$ cat src/rtl/led_shining.sv
// Two-LED heartbeat: a prescaler produces a one-cycle tick every CNT_1S+1 clocks,
// and {led2, led1} steps through a 2-bit binary count on each tick.
module led_shining #(
    parameter logic [31:0] CNT_1S = 32'd49_999_999
) (
    input  logic clk,
    input  logic rst_n,
    output logic led1,
    output logic led2
);

    // Counter just wide enough to hold CNT_1S; never narrower than one bit.
    localparam int W = (CNT_1S < 32'd2) ? 1 : $clog2({1'b0, CNT_1S} + 33'd1);
    localparam logic [W-1:0] CNT_MAX = CNT_1S[W-1:0];

    logic [W-1:0] cnt;
    logic         tick;
    logic         half;

    assign tick = (cnt == CNT_MAX);

    always_ff @(posedge clk or negedge rst_n) begin
        if (!rst_n) begin
            cnt  <= '0;
            half <= 1'b0;
            led1 <= 1'b0;
            led2 <= 1'b0;
        end else begin
            if (tick) begin
                cnt  <= '0;
                half <= ~half;
                led1 <= ~led1;
                // led2 toggles on the second tick of each pair, carrying out of led1.
                if (half) begin
                    led2 <= ~led2;
                end
            end else begin
                cnt <= cnt + W'(1);
            end
        end
    end

endmodule

$ cat config.mk
export PLATFORM = sky130hd
export DESIGN_NAME = led_shining
export DESIGN_NICKNAME = d
export VERILOG_FILES = /design/src/rtl/led_shining.sv
export SDC_FILE = /design/constraint.sdc
export NUM_CORES = 1
export LEC_CHECK = 0
export ABC_AREA = 1
export BUFFER_PORTS_ARGS = -buffer_cell sky130_fd_sc_hd__buf_2
export CAP_MARGIN = 25
export CORE_MARGIN = 2
export CORE_UTILIZATION = 39
export CTS_CLUSTER_SIZE = 25
export DETAILED_ROUTE_END_ITERATION = 6
export PLACE_DENSITY_LB_ADDON = 0.25
export SLEW_MARGIN = 20
export SYNTH_ARGS = -nofsm -noshare
export SYNTH_HDL_FRONTEND = slang
export SYNTH_SLANG_ARGS = --single-unit
$ cat constraint.sdc
create_clock -name clk -period 1.57 [get_ports clk]
set_clock_uncertainty 0.15 [all_clocks]
set_input_delay 0.314 -clock clk [delete_from_list [all_inputs] [get_ports clk]]
set_output_delay 0.314 -clock clk [all_outputs]
set_load 0.005 [all_outputs]
After elaboration in Yosys (flattened, before gate mapping)
Cells that the tools add are included.
W data, S select, Z words.

operators by class
  reductions and logical operators = 1
  bitwise gates (word level) = 3
  multiplexer cells = 1
  eq/ne operators = 1
  add/sub/neg operators = 1

operators by type and width
  kind                     number
  $add A26 B1 Y26 const B  1
  $eq A26 B26 Y1 const B   1
  $mux W26                 1
  $not A1 Y1               3
  $reduce_and A2 Y1        1

word-level totals
  bits in registers = 29
  logic and storage cells = 11
  output and inout bits = 2

Depth between registers and ports, before layout
  depth after elaboration = 2
  gate-level depth with buffers = 9

Worst setup path after synthesis
Ideal clock, no wire load.

  path kind = flip-flop to flip-flop
  from = register cnt[0]
  to = register led1
  path buffers = 1
  setup slack = 0.046 ns
  library setup time = 0.117 ns
  arrival = 1.257 ns
  cell stages (with the launch flop) = 10
  path through = dfrtp_1 > ha_1 > nand2_2 > nor2_8 > nand2_2 > nor2_2 > nand2_2 > buf_6 > nand2_1 > nand2_1

on the way
  word-level cells in the longest chain between the ends = 1

RTL lines
  item                    line  RTL
  from (decl)             16    logic [W-1:0] cnt;
  from (signal assigned)  38    cnt <= cnt + W'(1);
  $eq A26 B26 Y1          20    assign tick = (cnt == CNT_MAX);
  to (signal assigned)    32    led1 <= ~led1;
  to (decl)               8     output logic led1,

Every way passes these cells.
A chain may end at the register's enable or synchronous reset.

Final worst setup path
  from = register cnt[0]
  to = register cnt[23]

on the way
  word-level cells in the longest chain between the ends = 2
  elaborated cells between the ends (all ways) = 3

RTL lines
  item                                                      line    RTL
  $add A26 B1 Y26 / $eq A26 B26 Y1 (equally long branches)  38, 20
  $mux W26 (*)                                              29      if (tick) begin

Every way passes the cells marked *; elsewhere a longest branch is shown, timed or not.

==> summary.txt <==
Yosys
  • Area contributors post-synth: dfrtp_1 43%, nand2_1 15%, nor2_1 11%
  • Synth warn: 0
  • Syn_area_per_cell: 7.28 µm²
  • Post-Syn Area: 0.00170 mm²
  • Area share of the largest cell type after synthesis: 42.6%
  • Synthesized Nets: 237
  • Mapped Cells: 234
  • Synthesized flop and latch total: 29
  • Netlist cell types: 18
  • Area leader, netlist: dfrtp_1
  • Sequential-to-total area share from yosys stat: 42.6%

Timing
  • Final Critical Period: 1.59 ns
  • Max transition margin: 73.9%
  • Final period util: 101%
  • RSZ-0062 raised after global routing: true
  • Final Hold Viols: 0
  • Final setup vio count: 7
  • Final Max Slew Viols: 0
  • Hold_ws: 0.359 ns
  • Max frequency: 0.629 GHz
  • Slew @ Worst Pin: 0.392 ns
  • Slack of the critical path: -0.0201 ns
  • Setup TNS: -0.0994 ns

Worst setup path
  • CP Data Arrival Time: 1.62 ns
  • Required @ worst endpoint: 1.60 ns
  • Setup Crit Path Kind: reg2reg
  • Crit start category: register
  • CP max FO: 7
  • Worst Path Buf+Inv: 1
  • Cell repeated most along the worst path: nand2_4
  • Reg-to-reg slack, setup: -0.02 ns
  • CP cell instances: ha_2, nand2_4, nor2_8, nand2_4, nor2_4, nand2_4, clkbuf_16, nand2_2, nor2_1
  • Worst path slowest cell: dfrtp_1
  • Top Family by Delay on Critical Path: simple AND/OR/NAND/NOR gates
  • Max incr delay on CP: 0.36 ns
  • Worst Setup End Kind: register

Place
  • Final Wtd Congestion: 0.789
  • Placed Area: 0.00190 mm²
  • DPL Wire Length: 2790 µm
  • Placed cells: 303
  • Pre-CTS WS: -0.00987 ns
  • Buffers added on ports: 3

Routing
  • DRT Pass-1 Iters: 4
  • Final WL: 3880 µm
  • WL/cell: 12.2 µm
  • Post-DR vias/cell: 4.66
  • Via Count: 1487
  • First DRT Iteration DRCs: 48
  • DRC: 0
  • ANT nets after route: 0

Clock network
  • Clk sinks: 29
  • Worst-path clk slew: 0.07 ns
  • CTS tree: built
  • Clock Latency Late Sink: 0.28 ns
  • H-Tree Depth: 2
  • CTS Root Cell: clkbuf_8
  • CTS Buf Count: 5
  • Clock tree buffer depth: 2

Run
  • # Max-Cap Violations: 0

Die
  • Die area: 0.00491 mm²
  • Initial Utilization: 39.7%
  • I/O pins: 4
  • Placeable Area: 0.00429 mm²
  • DIE HEIGHT: 70.1 µm
  • Row count: 24
  • Die Span X: 70.1 µm

Global routing
  • First-pass GRT wire length: 6600 µm
  • Vias in the first global route: 1459
  • Initial antenna violation count: 0
  • Largest net degree at the start of global routing: 30
  • GRT Util Overall: 17.5%
  • Total gr overflow: 0

Layout
  • Ratio of cells with drive above 1 in the final layout: 26.2%
  • Post-route cell area: 0.00216 mm²
  • Post-Layout Cell Count: 319
  • Antenna Cells: 0
  • Finished Core Util: 50.3%
  • Syn-to-layout area delta: 26.8%
  • Highest-count cells in the layout ignoring fill and taps: 55 x nand2_1, 44 x nor2_1, 28 x inv_1, 28 x dfrtp_1, 20 x buf_4
  • Register Area: 727 µm²
  • Most common cell after layout, fill and taps aside: nand2_1
  • Multi-input gate area: 952 µm²
  • Fillers: 440
  • Fin nets: 269

Min path
  • HP Class: reg2reg

Power and ir drop
  • Lkg Pwr: 1.08 nW
  • Worst VDD drop: 0.545 mV
  • Cell area power density: 636 mW/mm²
  • Total Power: 1.37 mW

Outcome
  • Outcome: finished, violations left
  • Failing checks: negative setup slack
cells in the mapped netlist, drive strengths merged:
| cell type | number |
|---|---|
| nand2 | 71 |
| nor2 | 63 |
| dfrtp | 29 |
| inv | 28 |
| nand3 | 19 |
| xor2 | 11 |
| a21oi | 5 |
| nand3b | 2 |
| buf | 1 |
| clkinv | 1 |
| ha | 1 |
| nand4 | 1 |
| o22ai | 1 |
| xnor2 | 1 |
sequential cells by signal (all words and copies together), names as in the netlist:
signal  flops
cnt        26
half        1
led1        1
led2        1
worst min-delay path, delay by kind of cell (launching register included):
| kind | cells | cell delay [ns] |
|---|---|---|
| flip-flops | 1 | 0.37 |
| AND/OR/NAND/NOR | 2 | 0.11 |
layout make-up:
| type | instances | area share [%] |
|---|---|---|
| clock inverters | 3 | 0.811 |
| repair buffers | 26 | 10.2 |
| clock buffers | 5 | 3.19 |
| multi-input cells | 175 | 44.1 |
| flip-flops and latches | 29 | 33.7 |
| inverters | 29 | 5.04 |
| well taps | 52 | 3.01 |
routing by layer:
layer / up-vias / wire length [µm] / track usage, %
met5: - / 0 / 0
met4: 0 / 82 / 7.05
met3: 8 / 94 / 3.90
met2: 19 / 1760 / 27.8
met1: 686 / 1940 / 23.1
li1: 774 / - / -
worst paths after layout:
path | startpoint | end | cells after the start
min reg2reg | led2 | led2 | 2
max reg2reg | cnt[0] | cnt[23] | 9
max in group asynchronous | rst_n | cnt[16] | 3
min in group asynchronous | rst_n | cnt[3] | 3
min | led2 | led2 | 2
max | cnt[0] | cnt[23] | 9
repair_timing:
item / CTS / global route
endpoints found under the hold margin: 29 / 0
endpoints found under the setup margin: 11 / 21
pin swaps: 2 / 13
hold buffers: 1 / 0
gates resized for setup: 3 / 26
setup buffers: 2 / 4
cloned: 0 / 1
kinds of logic (layout without fill, tap and decap cells):
logic type	after synthesis	count (layout)	synth area share, %
DFF	29	29	42.6
buffers and inverters	30	63	7.05
AOI/OAI and AO/OA	6	6	1.84
and+or+nand+nor	156	156	41.6
adders and majority gates	1	1	0.735
xor gates and xnor gates	12	12	6.17
report_power, final:
group	total, mW	switching (mW)	internal (mW)
Clock	0.607	0.302	0.305
Sequential	0.747	0	0.747
Combinational	0.0196	0.0155	0.00414
Total	1.37	0.317	1.06
Note: power is estimated with default switching activity, not from simulation.
